File: src/rtl/bin_down_counter.sv
// bin_down_counter: synchronous binary down counter with parallel load,
// count enable, combinational zero flag and registered borrow pulse.
// Each bit is a single flip-flop cell whose type (d/t/jk/rs) is chosen
// by the Realization parameter. The excitation decode is derived from
// (q, next), so every realization steps through the same q sequence.

// One-bit storage cell with asynchronous active-low clear.
// KIND: 0 = d-type, 1 = t-type, 2 = jk-type, 3 = rs-type.
// exc_a carries d / t / j / s and exc_b carries k / r (unused for d, t).
module bdc_cell #(
  parameter int KIND = 0
) (
  input  logic clock,
  input  logic reset_n,
  input  logic exc_a,
  input  logic exc_b,
  output logic q
);
  logic q_d, q_q;

  // Characteristic equation of the selected flip-flop type.
  always_comb begin
    q_d = q_q;
    case (KIND)
      0: q_d = exc_a;
      2: begin
        case ({exc_a, exc_b})
          2'b10:   q_d = 1'b1;
          2'b01:   q_d = 1'b0;
          2'b11:   q_d = ~q_q;
          default: q_d = q_q;
        endcase
      end
      3: begin
        // r=s=1 is forbidden; the decode never produces it, so hold.
        case ({exc_a, exc_b})
          2'b10:   q_d = 1'b1;
          2'b01:   q_d = 1'b0;
          default: q_d = q_q;
        endcase
      end
      default: q_d = q_q ^ exc_a;
    endcase
  end

  // State bit; cleared immediately by reset_n.
  always_ff @(posedge clock or negedge reset_n) begin
    if (!reset_n) q_q <= 1'b0;
    else          q_q <= q_d;
  end

  assign q = q_q;
endmodule

module bin_down_counter #(
  parameter string Realization = "d-type",
  parameter int    DIGITS      = 3,
  parameter bit    WRAP        = 1'b1
) (
  input  logic              clock,
  input  logic              reset_n,
  input  logic              enable,
  input  logic              load,
  input  logic [DIGITS-1:0] load_value,
  output logic [DIGITS-1:0] q,
  output logic              zero,
  output logic              borrow
);
  // Unknown realization strings fall back to t-type.
  localparam int KIND = (Realization == "d-type")  ? 0 :
                        (Realization == "jk-type") ? 2 :
                        (Realization == "rs-type") ? 3 : 1;

  localparam logic [DIGITS-1:0] ALL_ONES = {DIGITS{1'b1}};

  logic [DIGITS-1:0] q_next;
  logic [DIGITS-1:0] exc_a, exc_b;
  logic              borrow_d, borrow_q;

  // Next count: load beats enable; decrement from 0 wraps or saturates
  // and raises borrow either way.
  always_comb begin
    q_next   = q;
    borrow_d = 1'b0;
    if (load) begin
      q_next = load_value;
    end else if (enable) begin
      if (q != '0) begin
        q_next = q - DIGITS'(1);
      end else begin
        borrow_d = 1'b1;
        q_next   = WRAP ? ALL_ONES : '0;
      end
    end
  end

  // Excitation decode from (q, q_next). jk and rs share the same
  // set/clear pattern: j/s on a 0->1 bit, k/r on a 1->0 bit, both low
  // on a held bit. The jk toggle code is never issued, and r=s=1 cannot
  // occur because a bit cannot both rise and fall.
  always_comb begin
    exc_a = '0;
    exc_b = '0;
    case (KIND)
      0:       exc_a = q_next;
      1:       exc_a = q ^ q_next;
      default: begin
        exc_a = ~q & q_next;
        exc_b = q & ~q_next;
      end
    endcase
  end

  for (genvar i = 0; i < DIGITS; i++) begin : g_cell
    bdc_cell #(.KIND(KIND)) u_cell (
      .clock   (clock),
      .reset_n (reset_n),
      .exc_a   (exc_a[i]),
      .exc_b   (exc_b[i]),
      .q       (q[i])
    );
  end

  // Borrow pulse register, one cycle after an attempted decrement at 0.
  always_ff @(posedge clock or negedge reset_n) begin
    if (!reset_n) borrow_q <= 1'b0;
    else          borrow_q <= borrow_d;
  end

  assign borrow = borrow_q;
  assign zero   = (q == '0);
endmodule
File: config.mk
export PLATFORM = sky130hd
export DESIGN_NAME = bin_down_counter
export DESIGN_NICKNAME = d
export VERILOG_FILES = /design/src/rtl/bin_down_counter.sv
export SDC_FILE = /design/constraint.sdc
export NUM_CORES = 1
export LEC_CHECK = 0
export CAP_MARGIN = 20
export CORE_AREA = 3 3 40 42
export DETAILED_ROUTE_END_ITERATION = 8
export DIE_AREA = 0 0 43 45
export PLACE_DENSITY = 0.56
export SETUP_SLACK_MARGIN = 0.2
export SLEW_MARGIN = 30
export SYNTH_ARGS = -nofsm -noshare
export SYNTH_HDL_FRONTEND = slang
export SYNTH_SLANG_ARGS = --single-unit
File: constraint.sdc
create_clock -name clock -period 1.15 [get_ports clock]
set_input_delay 0.345 -clock clock [delete_from_list [all_inputs] [get_ports clock]]
set_output_delay 0.345 -clock clock [all_outputs]
set_load 0.005 [all_outputs]
==> impl_metrics.ini <==
[cts]
ctsHtreeMaxLevel = 1
cts_root_buf = sky130_fd_sc_hd__clkbuf_4
clk-insertion-delay-late_ns = 0.23
clkSlewWorstSetupHoldPaths_ns = 0.04
tritoncts_clock_tree = built
cts-buffers-inserted = 3
cts_max_path_buffers = 2
cts.sinks = 4

[floorplan]
initial_utilization_pct = 19.67
core_region_area_sq_um = 1285
die_width_um = 43
die_height_um = 45
io_pins = 12
row_count = 13
design.die.area_sq_um = 1935

[global_route]
globalRoute.totalOverflow = 0
grt_first_pass_wirelength_um = 1076
antenna_violations_before_repair = 0
grt_max_degree = 8
vias_in_the_first_global_route = 254
total_grt_usage_pct = 8.104

[outcome]
failed_checks = setup timing
run_status = finished with violations

[sta]
final.setup_skew_ns = 0.00008453
hold_violations = 0
worst_setup_margin_ns = -0.2784
maxSlewHeadroom_pct = 81.58
final_max_slew_viol_count = 0
final.min_clock_period_ns = 1.428
max_clock_freq_ghz = 0.7001
worst_slew_pin_slew_ns = 0.2763
setup_repair_after_global_routing_missed_its_margin = yes
fin_crit_sh_pct = 124.2
setup_violations = 6

[layout]
diodes = 0
synth_to_final_area_change_pct = 109.4
layout.cells.non_filler = 69
layout.cells.most_common = sky130_fd_sc_hd__buf_4
final_cell_mix = sky130_fd_sc_hd__buf_4, sky130_fd_sc_hd__buf_6, sky130_fd_sc_hd__clkdlybuf4s50_1, sky130_fd_sc_hd__buf_2
number_of_nets_in_the_final_layout = 65
layout.cell_area.non_filler_sq_um = 529.3
fraction_of_final_layout_cells_with_drive_strength_greater_than_1_pct = 62.96
n_fill_cell = 131

[placed_design]
place_area_sq_um = 436.7
place.gp.congestion = 0.6505
detailed_place_hpwl_um = 466
buffers_added_on_ports = 11
dp.cells = 57

[critical_path]
path_common_cell = sky130_fd_sc_hd__buf_6
worstPathCellList = buf_4, buf_6, buf_6, buf_2
critical-path-top-delay-family = buffers and inverters
start_to_end_type_of_the_worst_setup_path = reg -> out
timing.rr.end = g_cell[2].u_cell.q
start_kind = flip-flop
cp_slowest_stage_delay_ns = 0.39
critical-path-slowest-cell = sky130_fd_sc_hd__dfrtp_1
r2r.worst_path.cells = 7
worstPathBufferInverterCount = 4
critPathArrivalTime_ns = 1.08
cp_max_fanout = 2
worstSetupEndpointType = primary output
worst_r2r_startpoint = g_cell[0].u_cell.q
timing.critical_path.required_ns = 0.81
timing.reg2reg.setup_slack_ns = -0.17

[synth]
post_synthesis_cell_count = 27
synth_seq_cells = 4
post_synth_instance_area_sq_um = 252.7
yosys.area.top_type_share_pct = 39.60
synth_top_area_cell = sky130_fd_sc_hd__dfrtp_1
synthesis.yosys.warnings = 0
synth.distinct_cells = 14
synth.top_cells.by_area = sky130_fd_sc_hd__dfrtp_1, sky130_fd_sc_hd__ha_1, sky130_fd_sc_hd__buf_4
synthesis.nets = 36
synth.avg_cell_area_sq_um = 9.361
seq_area_frac_synth_pct = 39.60

[power]
leakage_nw = 0.2608
power.density_nw_per_um2 = 1092
ir_worst_vdd_v = 0.0005425

[detailed_routing]
route.antenna.remaining_nets = 0
drt_first_iter_violations = 3
first_pass_iters = 3
wirelength_um = 713
topRoutingLayerUsed = met3
detailroute.via_count = 280
post_drt_wl_per_cell_um = 10.33
drt-vias-per-instance = 4.058
drc_errors_left = 0
met1_length_um = 240
dr_wl_met2_um = 411
total_met3_wirelength_after_detailed_routing_um = 61

[worst_hold_path]
timing.hold.worst.class = in -> async

[run]
max-cap-violations = 0
-- cell usage after synthesis --
master and instances:
sky130_fd_sc_hd__nand3_1 1, sky130_fd_sc_hd__inv_1 2, sky130_fd_sc_hd__o21ai_1 2, sky130_fd_sc_hd__nand2_1 5, sky130_fd_sc_hd__o21ai_0 2, sky130_fd_sc_hd__dfrtp_1 4
sky130_fd_sc_hd__and3b_2 1, sky130_fd_sc_hd__ha_1 2, sky130_fd_sc_hd__buf_4 3, sky130_fd_sc_hd__o31ai_2 1, sky130_fd_sc_hd__o21a_1 1, sky130_fd_sc_hd__nor2_1 1
sky130_fd_sc_hd__nor2b_4 1, sky130_fd_sc_hd__nor2_2 1
-- layout make-up --
| type | instances | area, sq um | share of cell area [%] |
|---|---|---|---|
| clock buffer | 3 | 22.52 | 4.255 |
| inverter | 2 | 7.507 | 1.418 |
| multi-input combinational | 18 | 153.9 | 29.08 |
| sequential | 4 | 100.1 | 18.91 |
| tap | 15 | 18.77 | 3.546 |
| timing repair buffer | 27 | 226.5 | 42.79 |
-- cells by family (layout without fill, tap and decap cells) --
group                    count (synthesis)  after routing  synth area share (%)
flip-flops                               4              4                 39.61
AND/OR/NAND/NOR                         10             10                 22.77
adder cells (fa/ha/maj)                  2              2                 9.899
buffers and inverters                    5             32                 11.88
AO/OA/AOI/OAI                            6              6                 15.84
-- per-layer routing --
metal,vias to the layer above,GRT usage (%)
li1,142,-
met2,9,15.27
met3,0,5.976
met1,129,7.543
met4,0,0
met5,-,0
-- registers in the layout, summed over array words and instances, names as in the netlist --
| signal | flops |
|---|---|
| borrow | 1 |
| g_cell.u_cell.q | 3 |
-- stage by stage --
stage          setup WS [ns]  setup TNS, ns  hold slack [ns]  power [mW]  util, %
3_5_place_dp         -0.4218         -1.575           0.5668      0.3440    33.98
2_1_floorplan        0.04095              0          0.04941      0.2528        -
4_1_cts              -0.2632        -0.8299           0.3218      0.5491    38.36
3_3_place_gp         -0.4094         -1.540           0.5596      0.3433    33.98
6_report             -0.2784         -1.101           0.3191      0.5780    41.19
5_1_grt              -0.3353         -1.384           0.3356      0.6166    41.19
-- power breakdown --
| part | switching, mW | internal [mW] |
|---|---|---|
| clock network | 0.0537 | 0.116 |
| registers | 0.00849 | 0.155 |
| logic | 0.0899 | 0.154 |
| total | 0.152 | 0.426 |
-- worst register-to-register path: stages, from the launching register on --
cell                      delay, ns
sky130_fd_sc_hd__dfrtp_1       0.37
sky130_fd_sc_hd__inv_2         0.07
sky130_fd_sc_hd__buf_4         0.13
sky130_fd_sc_hd__buf_6         0.11
sky130_fd_sc_hd__ha_4          0.15
sky130_fd_sc_hd__o21a_1        0.16
sky130_fd_sc_hd__o21ai_1       0.14
sky130_fd_sc_hd__o21ai_1       0.09
-- worst max path at each step --
stage / to / cells past startpoint / slack, ns / startpoint
CTS: zero / 4 / -0.26 / g_cell[0].u_cell.q
floorplan: zero / 3 / 0.04 / g_cell[0].u_cell.q
detailed placement: zero / 4 / -0.42 / g_cell[0].u_cell.q
global route: zero / 4 / -0.34 / g_cell[1].u_cell.q
finish: q[0] / 4 / -0.28 / g_cell[0].u_cell.q
global placement: zero / 4 / -0.41 / g_cell[0].u_cell.q
-- what timing repair did --
item	CTS	global route
hold endpoints to repair	0	0
hold buffers	0	0
gates resized for setup	26	4
setup buffers	6	3
pin swaps	7	5
setup endpoints to repair	9	9
(Power assumes the default switching activity.)
